### src/rtl/apb_pkg.sv
// Shared APB width defaults and the master sequencing state type.
package apb_pkg;

   localparam int unsigned APB_DEF_ADDR_WIDTH = 32;
   localparam int unsigned APB_DEF_DATA_WIDTH = 32;
   localparam int unsigned APB_DEF_STRB_WIDTH = APB_DEF_DATA_WIDTH / 8;
   localparam int unsigned APB_DEF_PROT_WIDTH = 3;

   typedef enum logic [1:0] {
      IDLE,
      SETUP,
      ACCESS
   } apb_state_e;

endpackage

### src/rtl/rr_arbiter.sv
// Combinational round-robin arbiter: first asserted request at or after rr_ptr wins.
module rr_arbiter #(
   parameter int unsigned NUM_REQ = 2,
   localparam int unsigned PTR_W = (NUM_REQ > 1) ? $clog2(NUM_REQ) : 1
) (
   input  logic [NUM_REQ-1:0] req,
   input  logic [PTR_W-1:0]   rr_ptr,
   output logic [NUM_REQ-1:0] grant,
   output logic [PTR_W-1:0]   grant_idx
);

   logic             found;
   logic [PTR_W-1:0] idx;

   always_comb begin
      grant     = '0;
      grant_idx = '0;
      found     = 1'b0;
      idx       = '0;
      for (int unsigned off = 0; off < NUM_REQ; off++) begin
         idx = PTR_W'((32'(rr_ptr) + off) % NUM_REQ);
         if (!found && req[idx]) begin
            found      = 1'b1;
            grant[idx] = 1'b1;
            grant_idx  = idx;
         end
      end
   end

endmodule

### src/rtl/apb_master_arbiter.sv
// Round-robin sharing of one APB master port between NUM_REQ requesters,
// with SETUP/ACCESS sequencing and a bounded PREADYM wait.
module apb_master_arbiter
   import apb_pkg::*;
#(
   parameter int unsigned NUM_REQ        = 2,
   parameter int unsigned APB_ADDR_WIDTH = APB_DEF_ADDR_WIDTH,
   parameter int unsigned APB_DATA_WIDTH = APB_DEF_DATA_WIDTH,
   parameter int unsigned APB_STRB_WIDTH = APB_DATA_WIDTH / 8,
   parameter int unsigned APB_PROT_WIDTH = APB_DEF_PROT_WIDTH,
   parameter int unsigned TIMEOUT_CYCLES = 256
) (
   input  logic                                PCLK,
   input  logic                                PRESETn,
   input  logic [NUM_REQ-1:0]                  req_valid,
   output logic [NUM_REQ-1:0]                  req_ready,
   input  logic [NUM_REQ*APB_ADDR_WIDTH-1:0]   req_addr,
   input  logic [NUM_REQ-1:0]                  req_write,
   input  logic [NUM_REQ*APB_DATA_WIDTH-1:0]   req_wdata,
   input  logic [NUM_REQ*APB_STRB_WIDTH-1:0]   req_strb,
   input  logic [NUM_REQ*APB_PROT_WIDTH-1:0]   req_prot,
   output logic [NUM_REQ-1:0]                  rsp_valid,
   output logic [APB_DATA_WIDTH-1:0]           rsp_rdata,
   output logic                                rsp_err,
   output logic                                PSELM,
   output logic                                PENABLEM,
   output logic                                PWRITEM,
   output logic [APB_ADDR_WIDTH-1:0]           PADDRM,
   output logic [APB_DATA_WIDTH-1:0]           PWDATAM,
   output logic [APB_STRB_WIDTH-1:0]           PSTRBM,
   output logic [APB_PROT_WIDTH-1:0]           PPROTM,
   input  logic [APB_DATA_WIDTH-1:0]           PRDATAM,
   input  logic                                PREADYM,
   input  logic                                PSLVERRM
);

   localparam int unsigned PTR_W = (NUM_REQ > 1) ? $clog2(NUM_REQ) : 1;
   localparam int unsigned CNT_W = (TIMEOUT_CYCLES == 0) ? 1 : $clog2(TIMEOUT_CYCLES + 1);
   localparam logic [CNT_W-1:0] CNT_LAST =
      CNT_W'((TIMEOUT_CYCLES == 0) ? 0 : TIMEOUT_CYCLES - 1);

   apb_state_e                state_q, state_d;
   logic [PTR_W-1:0]          rr_ptr_q, rr_ptr_d;
   logic [PTR_W-1:0]          owner_q, owner_d;
   logic [CNT_W-1:0]          cnt_q, cnt_d;
   logic                      psel_q, psel_d;
   logic                      penable_q, penable_d;
   logic                      pwrite_q, pwrite_d;
   logic [APB_ADDR_WIDTH-1:0] paddr_q, paddr_d;
   logic [APB_DATA_WIDTH-1:0] pwdata_q, pwdata_d;
   logic [APB_STRB_WIDTH-1:0] pstrb_q, pstrb_d;
   logic [APB_PROT_WIDTH-1:0] pprot_q, pprot_d;
   logic [NUM_REQ-1:0]        rsp_valid_q, rsp_valid_d;
   logic [APB_DATA_WIDTH-1:0] rsp_rdata_q, rsp_rdata_d;
   logic                      rsp_err_q, rsp_err_d;

   logic [NUM_REQ-1:0] arb_req;
   logic [NUM_REQ-1:0] grant;
   logic [PTR_W-1:0]   grant_idx;

   // The response cycle is spent in IDLE without arbitrating, giving the
   // 4-cycle minimum issue interval.
   assign arb_req = req_valid & {NUM_REQ{(state_q == IDLE) && (rsp_valid_q == '0)}};

   rr_arbiter #(
      .NUM_REQ (NUM_REQ)
   ) u_rr_arbiter (
      .req       (arb_req),
      .rr_ptr    (rr_ptr_q),
      .grant     (grant),
      .grant_idx (grant_idx)
   );

   // Grant is combinational, so it is masked while reset is held.
   assign req_ready = grant & {NUM_REQ{PRESETn}};

   always_comb begin
      state_d     = state_q;
      rr_ptr_d    = rr_ptr_q;
      owner_d     = owner_q;
      cnt_d       = cnt_q;
      psel_d      = psel_q;
      penable_d   = penable_q;
      pwrite_d    = pwrite_q;
      paddr_d     = paddr_q;
      pwdata_d    = pwdata_q;
      pstrb_d     = pstrb_q;
      pprot_d     = pprot_q;
      rsp_valid_d = '0;
      rsp_rdata_d = rsp_rdata_q;
      rsp_err_d   = rsp_err_q;

      unique case (state_q)
         IDLE: begin
            if (grant != '0) begin
               paddr_d  = req_addr[grant_idx*APB_ADDR_WIDTH +: APB_ADDR_WIDTH];
               pwrite_d = req_write[grant_idx];
               pwdata_d = req_wdata[grant_idx*APB_DATA_WIDTH +: APB_DATA_WIDTH];
               pstrb_d  = req_strb[grant_idx*APB_STRB_WIDTH +: APB_STRB_WIDTH];
               pprot_d  = req_prot[grant_idx*APB_PROT_WIDTH +: APB_PROT_WIDTH];
               owner_d  = grant_idx;
               rr_ptr_d = (32'(grant_idx) == NUM_REQ - 1) ? '0 : grant_idx + 1'b1;
               cnt_d    = '0;
               psel_d   = 1'b1;
               state_d  = SETUP;
            end
         end
         SETUP: begin
            penable_d = 1'b1;
            state_d   = ACCESS;
         end
         ACCESS: begin
            if (PREADYM) begin
               rsp_rdata_d = pwrite_q ? '0 : PRDATAM;
               rsp_err_d   = PSLVERRM;
               rsp_valid_d = NUM_REQ'(1) << owner_q;
               psel_d      = 1'b0;
               penable_d   = 1'b0;
               state_d     = IDLE;
            end else if ((TIMEOUT_CYCLES != 0) && (cnt_q == CNT_LAST)) begin
               rsp_rdata_d = '0;
               rsp_err_d   = 1'b1;
               rsp_valid_d = NUM_REQ'(1) << owner_q;
               psel_d      = 1'b0;
               penable_d   = 1'b0;
               state_d     = IDLE;
            end else begin
               cnt_d = cnt_q + 1'b1;
            end
         end
         default: state_d = IDLE;
      endcase
   end

   always_ff @(posedge PCLK or negedge PRESETn) begin
      if (!PRESETn) begin
         state_q     <= IDLE;
         rr_ptr_q    <= '0;
         owner_q     <= '0;
         cnt_q       <= '0;
         psel_q      <= 1'b0;
         penable_q   <= 1'b0;
         pwrite_q    <= 1'b0;
         paddr_q     <= '0;
         pwdata_q    <= '0;
         pstrb_q     <= '0;
         pprot_q     <= '0;
         rsp_valid_q <= '0;
         rsp_rdata_q <= '0;
         rsp_err_q   <= 1'b0;
      end else begin
         state_q     <= state_d;
         rr_ptr_q    <= rr_ptr_d;
         owner_q     <= owner_d;
         cnt_q       <= cnt_d;
         psel_q      <= psel_d;
         penable_q   <= penable_d;
         pwrite_q    <= pwrite_d;
         paddr_q     <= paddr_d;
         pwdata_q    <= pwdata_d;
         pstrb_q     <= pstrb_d;
         pprot_q     <= pprot_d;
         rsp_valid_q <= rsp_valid_d;
         rsp_rdata_q <= rsp_rdata_d;
         rsp_err_q   <= rsp_err_d;
      end
   end

   assign PSELM     = psel_q;
   assign PENABLEM  = penable_q;
   assign PWRITEM   = pwrite_q;
   assign PADDRM    = paddr_q;
   assign PWDATAM   = pwdata_q;
   assign PSTRBM    = pstrb_q;
   assign PPROTM    = pprot_q;
   assign rsp_valid = rsp_valid_q;
   assign rsp_rdata = rsp_rdata_q;
   assign rsp_err   = rsp_err_q;

endmodule

### config.mk
export PLATFORM = sky130hd
export DESIGN_NAME = apb_master_arbiter
export DESIGN_NICKNAME = d
export VERILOG_FILES = /design/src/rtl/apb_pkg.sv /design/src/rtl/rr_arbiter.sv /design/src/rtl/apb_master_arbiter.sv
export SDC_FILE = /design/constraint.sdc
export NUM_CORES = 1
export LEC_CHECK = 0
export CAP_MARGIN = 20
export CORE_MARGIN = 10
export CORE_UTILIZATION = 42
export CTS_CLUSTER_SIZE = 24
export DETAILED_ROUTE_END_ITERATION = 10
export PLACE_DENSITY_LB_ADDON = 0.15
export SYNTH_ARGS = -nofsm -noshare
export SYNTH_HDL_FRONTEND = slang
export SYNTH_HIERARCHICAL = 1
export SYNTH_SLANG_ARGS = --single-unit
### constraint.sdc
create_clock -name PCLK -period 7.4 [get_ports PCLK]
set_clock_uncertainty 0.05 [all_clocks]
set_input_delay 1.85 -clock PCLK [delete_from_list [all_inputs] [get_ports PCLK]]
set_output_delay 1.85 -clock PCLK [all_outputs]
set_load 0.02 [all_outputs]
; Word level (Yosys, flattened, before mapping)
; Cells that the tools add are included.
[op_classes]
add_sub_neg = 3
multipliers = 1
magnitude_cmp = 5
eq_ne = 7
shift = 5
muxes = 37
bitwise_logic = 3
reduce_logical = 17
[op_table]
columns = cell, n
row1 = $shiftx 64x7->32, 2
row2 = $mux 32, 3
row3 = $mux 9, 3
row4 = $pmux 9 s2, 1
row5 = $mux 1, 17
row6 = $mux 2, 8
row7 = $add 9x1->9 const B, 1
row8 = $eq 9x8->1 const B, 1
row9 = $reduce_and 2->1, 4
row10 = $reduce_bool 2->1, 4
row11 = $shiftx 8x4->4, 1
row12 = $lt 1x2->1 const B, 3
row13 = $pmux 2 s3, 1
row14 = $shiftx 6x4->3, 1
row15 = $and 2x2->2, 2
row16 = $logic_and 1x1->1, 4
row17 = $logic_not 2->1, 2
row18 = $ne 2x2->1 const B, 2
row19 = $pmux 1 s2, 2
row20 = $reduce_and 4->1, 1
row21 = $mul 1x2->3 const B, 1
row22 = $ne 3x3->1 const B, 1
row23 = $reduce_and 3->1, 1
row24 = $add 1x1->1 const B, 2
row25 = 8 further kinds, 10
[totals]
regBits = 122
input_bits = 182
output_inout_bits = 111

; Longest topological paths before layout
; Gate-level depths: netlist of run 1.
[depth]
ltp_word = 12
ltp_mapped = 11
mapped_depth_nobuf = 8

; Hierarchy
; Netlist of run 1, hierarchy kept.
[by_module_without_submodules]
columns = module, instances, cells_each, area_per_inst_um2, seq_area_each_um2
row1 = apb_master_arbiter, 1, 473, 5308.8, 3052.9
row2 = rr_arbiter, 1, 4, 30.0, 0.0

; Worst setup path after synthesis of run 1
; No wires, ideal clock.
[synth_timing]
path_kind = input-to-output
from = in req_valid[1]
to = out req_ready[1]
t_arrival_ps = 2416
required_ps = 5500
setup_slack_ps = 3084
stages = 3
cell_sequence = and2_1 > a21boi_1 > and2_1
[synth_via]
elab_chain_cells = 8
[synth_lines]
columns = element, line_no
row1 = start: declaration, apb_master_arbiter.sv:15  ; input logic [NUM_REQ-1:0] req_valid,
row2 = $and 2x2->2 (*), apb_master_arbiter.sv:63  ; assign arb_req = req_valid & {NUM_REQ{(state_q == IDLE) && (rsp_valid_q == '0)}};
row3 = $mux 1 (implied by the code) (2 in a row), rr_arbiter.sv:22  ; if (!found && req[idx]) begin
row4 = $mux 1, rr_arbiter.sv:22
row5 = $logic_not 1->1, rr_arbiter.sv:22
row6 = $logic_and 1x1->1, rr_arbiter.sv:22
row7 = $mux 2 (*), rr_arbiter.sv:22
row8 = named net grant[1], apb_master_arbiter.sv:58  ; logic [NUM_REQ-1:0] grant;
row9 = $and 2x2->2 (*), apb_master_arbiter.sv:75  ; assign req_ready = grant & {NUM_REQ{PRESETn}};
row10 = end: declaration, apb_master_arbiter.sv:16  ; output logic [NUM_REQ-1:0] req_ready,
; The timed path passes the listed nets; every way through them passes the cells marked *. The select of a mux whose other input is x is not followed.

; Worst setup path in the final report of run 1
[layout_timing]
from = in req_valid[1]
to = out req_ready[1]
[layout_via]
elab_chain_cells = 8
[layout_lines]
columns = element, line_no
row1 = $and 2x2->2 (*), apb_master_arbiter.sv:63
row2 = named net arb_req[1], apb_master_arbiter.sv:57  ; logic [NUM_REQ-1:0] arb_req;
row3 = $mux 1 (implied by the code) (2 in a row), rr_arbiter.sv:22
row4 = $mux 1, rr_arbiter.sv:22
row5 = $logic_not 1->1, rr_arbiter.sv:22
row6 = $logic_and 1x1->1, rr_arbiter.sv:22
row7 = $mux 2 (*), rr_arbiter.sv:22
row8 = named net grant[1], apb_master_arbiter.sv:58
row9 = $and 2x2->2 (*), apb_master_arbiter.sv:75
; Marks and branches as above.

==> results of run 1 <==
state kept, by name, summed over array words and instances (netlist names), 2 cells and up:
register	count
PPROTM	3
PWDATAM	32
PADDRM	32
cnt_q	9
state_q	2
PSTRBM	4
rsp_rdata	32
rsp_valid	2
cell usage after synthesis (all sizes together):
library cell,instances
a22o,32
nand3b,1
o211ai,2
a21oi,7
buf,3
nor4bb,1
inv,6
and2,4
nor4b,1
mux2i,72
or2,2
o2bb2ai,1
or3,3
nand2,2
a31o,2
clkinv,1
nand3,4
o21ai,151
ha,2
clkbuf,38
nor2,6
or4b,1
mux2,1
o21a,1
or4,3
nand4,1
dfrtp,122
nor3,1
o31ai,3
a21boi,3
path summary, 6_finish.rpt:
path,start,end,slack (ps),depth (start not counted)
hold / removal,owner_q,rsp_valid[0],400,1
hold reg to reg,owner_q,rsp_valid[0],400,1
setup / recovery,req_valid[1],req_ready[1],1930,5
max in group asynchronous,PRESETn,rsp_rdata[21],4510,2
min in group asynchronous,PRESETn,PWDATAM[26],1450,1
setup reg to reg,state_q[1],PADDRM[0],3840,9
logic make-up (layout without fill, tap and decap cells):
logic type	after synthesis	after routing
buffers and inverters	48	339
DFF	122	122
AOI/OAI and AO/OA	202	202
adders and majority gates	2	2
muxes	73	73
and+or+nand+nor	30	30
layout make-up:
cell class	instances	area (µm²)	area share, %
Clock inverter	7	135	1.49
Multi-Input combinational cell	307	2120	23.4
Sequential cell	122	3050	33.7
Inverter	7	26.3	0.290
Timing Repair Buffer	300	3010	33.2
Tap cell	172	215	2.37
Clock buffer	25	505	5.58
stage by stage:
stage	instance area [µm²]	total power, W	instances	hold slack (ps)
final	9070	0.00401	940	396
after global routing	9070	0.00425	940	411
after CTS	9040	0.00404	939	394
after detailed placement	8400	0.00313	907	388
after global placement	8380	0.00307	906	382
after floorplan	5340	0.00217	477	370
routing by layer:
| metal | vias up | wire length, µm |
|---|---|---|
| met3 | 18 | 1920 |
| met2 | 225 | 9650 |
| met5 | - | 0 |
| li1 | 2310 | - |
| met4 | 0 | 252 |
| met1 | 2397 | 7330 |
worst max-delay path, cell delays in order:
cell and delay, ps:
clkdlybuf4s50_1 450, and2_1 180, a21boi_1 310, and2_1 180, clkdlybuf4s50_1 610
power by group:
group | total, W | switching, W | leakage (nW) | internal [W]
registers | 0.00113 | 0.000161 | 1.54 | 0.000972
logic | 0.00199 | 0.00110 | 1.83 | 0.000884
clock network | 0.000891 | 0.000284 | 0.317 | 0.000607
total | 0.00401 | 0.00155 | 3.69 | 0.00246
==> PnR_summary.wiki, run 1 <==
{| class="wikitable"
! Metric !! Value
|-
| Global Route met2 Usage || 36.4%
|-
| Total nets after synthesis || 661
|-
| Post-synthesis sequential area ratio || 57.2%
|-
| Slew @ Worst Pin || 844 ps
|-
| Post-detailed-route count of antenna-violating nets || 0
|-
| Mean routed wirelength per cell || just over 20 µm
|-
| Type of the tightest min-delay check || flop to flop
|-
| Root Driver || clkbuf_16
|-
| Clock Sink Count || 122
|-
| Final core utilization || 72.4%
|-
| Number of levels the H-tree was split into || 4
|-
| I/O pins || 293
|-
| Largest buffer count on any clock path || 2
|-
| Vias after detailed routing || 4950
|-
| CP Data Arrival Time || 3570 ps
|-
| First-pass detailed-route iteration total || 4
|-
| Area added between synthesis and finish || 69.8%
|-
| Mux cell area share after synthesis || between 10% and 20%
|-
| Highest Clock Rate || 183 MHz
|-
| Fraction of synthesized cell area in xor and xnor cells || 0%
|-
| Adder-cell area share of the yosys netlist || less than 1%
|-
| Share of final-layout standard cells stronger than drive strength 1 || 6.12%
|-
| Quantity of gates resized following cts || 0
|-
| Cts-stage hold buffer count || 0
|-
| Slew Limit Headroom || 43.7%
|-
| Post-Syn Area || 5340 µm²
|-
| Crit Path Category || primary input to primary output
|-
| Dominant combinational cell family by area after synthesis || compound AO/OA/AOI/OAI gates
|-
| Worst skew pair latency || 420 ps
|-
| Library cell with the largest summed area after synthesis || dfrtp_1
|-
| Sort of element at the end of the critical path || primary output
|-
| Register bit total from synthesis || around 120
|-
| Most frequent standard cell in the layout excluding fill and tap cells || clkdlybuf4s50_1
|-
| Setup repair after global routing missed its margin || no
|-
| Wire length of the first global-routing pass || roughly 30000 µm
|-
| Most crowded layer after global routing || met2
|-
| Fraction of the mapped netlist area in compound gates || 21.9%
|-
| Die Wd || 133 µm
|-
| Synth Area per Inst || 11.2 µm²
|-
| DR iter-0 viols || 282
|-
| Maximum number of pins on one net before global-route repair || 76
|-
| Number of maximum-capacitance violations || 0
|-
| Via/cell ratio || 5.27
|-
| Result of the run || complete, no violations
|-
| Cell variety after synth || 31
|-
| Syn Inst Count || around 480
|-
| Total Die Area || 17600 µm²
|-
| Initial antenna violation count || 0
|-
| Buffers inserted during post-CTS setup optimization || 0
|-
| Pwr/cell area || 442 nW/µm²
|-
| Height of the chip || 133 µm
|-
| Met1 track demand over resource in global routing || 23.5%
|-
| Post-detailed-placement half-perimeter wirelength || 14600 µm
|-
| Final Cycle Share || 73.9%
|-
| Detailed Route WL || around 19000 µm
|-
| Number of placement rows || between 40 and 50
|-
| Share of the synthesized area in the top cell type || a little under three fifths
|-
| Total gr overflow || 0
|-
| Buffers on Ports || 292
|-
| Fillcell total || 972
|-
| TritonCTS clock tree || yes
|-
| Highest net fanout along the worst path || 3
|-
| Count of antenna diodes in the layout || 0
|-
| Setup TNS || 0 ps
|-
| Global-route usage over all layers || a little over a fifth
|-
| Residual DRC count || 0
|-
| Commonest cells after routing, fill and taps aside || clkdlybuf4s50_1, o21ai_0, dfrtp_1, mux2i_1, a22o_1
|-
| Leak Pwr || 3.69 nW
|-
| Simple-gate portion of the synthesized area || 3.30%
|-
| Number of warnings issued by yosys || 6
|-
| Register clock-pin slew on the reported worst setup and hold paths || 50 ps
|-
| CP Launch Type || primary input
|-
| Worst-case setup slack after placement || 1920 ps
|-
| Crit path required time || 5500 ps
|-
| Final estimated routing congestion in global placement || between 0.8 and 0.9
|-
| Fin nets || 939
|-
| Final hold viol count || 0
|-
| Period minus WS final || approximately 5500 ps
|-
| Worst-case vdd ir drop || 180 µV
|-
| Total setup violations reported at the end of the flow || 0
|-
| Number of pins exceeding their max-slew limit in the final report || 0
|-
| Top post-synthesis cells by area || dfrtp_1, o21ai_0, mux2i_1
|-
| Grt met3 use || 10.3%
|-
| Core box area || 12500 µm²
|-
| Starting density of the core || 42.7%
|-
| Slack of the critical path || 1930 ps
|-
| Number of global-route vias before repair || between 5000 and 6000
|-
| TritonCTS buffer count || 17
|}
(Power assumes the default switching activity.)
==> run 2, diff against run 1 <==
CORE_UTILIZATION = 35   (was 42)
clock period = 4.4 ns   (was 7.4 ns; I/O delays follow)
==> PnR_summary.wiki, run 2 (same netlist as run 1, synthesis figures left out) <==
{| class="wikitable"
! Metric !! Value
|-
| Result of the run || complete, no violations
|-
| Slew @ Worst Pin || 692 ps
|-
| Buffers inserted during post-CTS setup optimization || 0
|-
| Post-detailed-route count of antenna-violating nets || 0
|-
| Part of the total power dissipated in sequential elements || 28.6%
|-
| Switching power of the nets || approximately 0.0026 W
|-
| TritonCTS buffer count || 17
|-
| I/O pins || 293
|-
| Final core utilization || 60.0%
|-
| Number of maximum-capacitance violations || 0
|-
| Mean routed wirelength per cell || 20.2 µm
|-
| Leak Pwr || 3.67 nW
|-
| Commonest cells after routing, fill and taps aside || clkdlybuf4s50_1, o21ai_0, dfrtp_1, mux2i_1, a22o_1
|-
| Highest net fanout along the worst path || 3
|-
| Initial antenna violation count || 0
|-
| TritonCTS clock tree || yes
|-
| Crit Path Category || primary input to primary output
|-
| Type of the tightest min-delay check || flop to flop
|-
| Final Total Pwr || 0.00665 W
|-
| Share of power burned in the clock network || approximately a fifth
|-
| Core box area || 15100 µm²
|-
| Number of placement rows || 45
|-
| Total setup violations reported at the end of the flow || 0
|-
| Period minus WS final || ~4000 ps
|-
| Fillcell total || 1325
|-
| Die Wd || ~140 µm
|-
| Maximum number of pins on one net before global-route repair || 76
|-
| Setup TNS || 0 ps
|-
| Sort of element at the end of the critical path || primary output
|-
| Vias after detailed routing || just under 5000
|-
| Global-route usage over all layers || 18.2%
|-
| Slew Limit Headroom || 53.9%
|-
| Starting density of the core || a little over a third
|-
| First-pass detailed-route iteration total || 4
|-
| Quantity of gates resized following cts || 0
|-
| Detailed Route WL || 19300 µm
|-
| Fin nets || 940
|-
| Register clock-pin slew on the reported worst setup and hold paths || 50 ps
|-
| Final estimated routing congestion in global placement || 0.777
|-
| CP Data Arrival Time || 2860 ps
|-
| Buffers on Ports || between 200 and 300
|-
| DR iter-0 viols || 202
|-
| Area used by sequential logic in the layout || 3050 µm²
|-
| Clock Sink Count || between 100 and 150
|-
| Worst skew pair latency || 410 ps
|-
| Combinational cell fraction of total power || 50.1%
|-
| Post-detailed-placement half-perimeter wirelength || 14500 µm
|-
| Pwr/cell area || 734 nW/µm²
|-
| Via/cell ratio || 5.13
|-
| Number of pins exceeding their max-slew limit in the final report || 0
|-
| Wire length of the first global-routing pass || 29000 µm
|-
| Total gr overflow || 0
|-
| Final Cycle Share || 91.2%
|-
| Highest Clock Rate || ~250 MHz
|-
| Area added between synthesis and finish || 69.7%
|-
| Largest buffer count on any clock path || 2
|-
| Worst-case setup slack after placement || slightly below 400 ps
|-
| Power Internal || 0.00402 W
|-
| Setup repair after global routing missed its margin || no
|-
| Cts-stage hold buffer count || 0
|-
| Worst-case vdd ir drop || 409 µV
|-
| Area of the multi-input gates || 2120 µm²
|-
| Count of antenna diodes in the layout || 0
|-
| Final hold viol count || 0
|-
| Number of global-route vias before repair || 5164
|-
| Share of final-layout standard cells stronger than drive strength 1 || 6.50%
|-
| Slack of the critical path || 389 ps
|-
| Height of the chip || 144 µm
|-
| Crit path required time || 3250 ps
|-
| Sw Share || 39.5%
|-
| Residual DRC count || 0
|-
| Total Die Area || 20600 µm²
|-
| CP Launch Type || primary input
|-
| Most frequent standard cell in the layout excluding fill and tap cells || clkdlybuf4s50_1
|-
| Root Driver || clkbuf_16
|-
| Number of levels the H-tree was split into || 4
|}
## run 2: cell types whose count changed in the layout (fill, tap and decap cells not counted), moves of 2 or more
cell	change
clkinv_4	+7
clkbuf_8	-4
clkinvlp_4	+2
clkbuf_1	-2
clkinv_2	-2
## run 2: through the flow
| stage | std cells | hold slack, ps | instance area, µm² |
|---|---|---|---|
| 2_1_floorplan | 477 | 370 | 5340 |
| 3_3_place_gp | 924 | 381 | 8430 |
| 3_5_place_dp | 925 | 385 | 8450 |
| 4_1_cts | 957 | 394 | 9060 |
| 5_1_grt | 957 | 434 | 9060 |
| 6_report | 957 | 393 | 9060 |
## run 2: cell type report
| cell class | instances | area share (%) |
|---|---|---|
| clock inverters | 13 | 1.89 |
| clock buffers | 19 | 4.89 |
| flip-flops and latches | 122 | 33.7 |
| inverters | 7 | 0.290 |
| repair buffers | 301 | 33.2 |
| multi-input cells | 307 | 23.4 |
| well taps | 188 | 2.60 |
## run 2: per-layer routing
metal	up-vias	wire length (µm)	track usage (%)
met5	-	0	0
met4	0	231	5.80
met3	17	2060	8.78
met2	212	9500	29.8
met1	2372	7510	20.3
li1	2309	-	-
## run 2: path summary, 6_finish.rpt
check	endpoint	slack (ps)	cells past startpoint	startpoint
worst max-delay path	req_ready[1]	390	5	req_valid[1]
worst min-delay path	rsp_valid[0]	390	1	owner_q
worst max register to register	PWDATAM[27]	1580	8	state_q[1]
worst min register to register	rsp_valid[0]	390	1	owner_q
max in group asynchronous	PADDRM[30]	2170	3	PRESETn
min in group asynchronous	PWDATAM[29]	550	1	PRESETn
## run 2: worst max-delay path, cell delays in order
cell and delay (ps):
clkdlybuf4s50_1 460, and2_1 180, a21boi_1 310, and2_1 170, clkdlybuf4s50_1 640
## run 2: power by group through the flow
stage,Sequential [W],Clock (W),Combinational [W]
final,0.00190,0.00142,0.00333
after global routing,0.00197,0.00150,0.00359
after CTS,0.00191,0.00145,0.00339
after detailed placement,0.00191,0,0.00338
after global placement,0.00189,0,0.00332
after floorplan,0.00246,0,0.00119
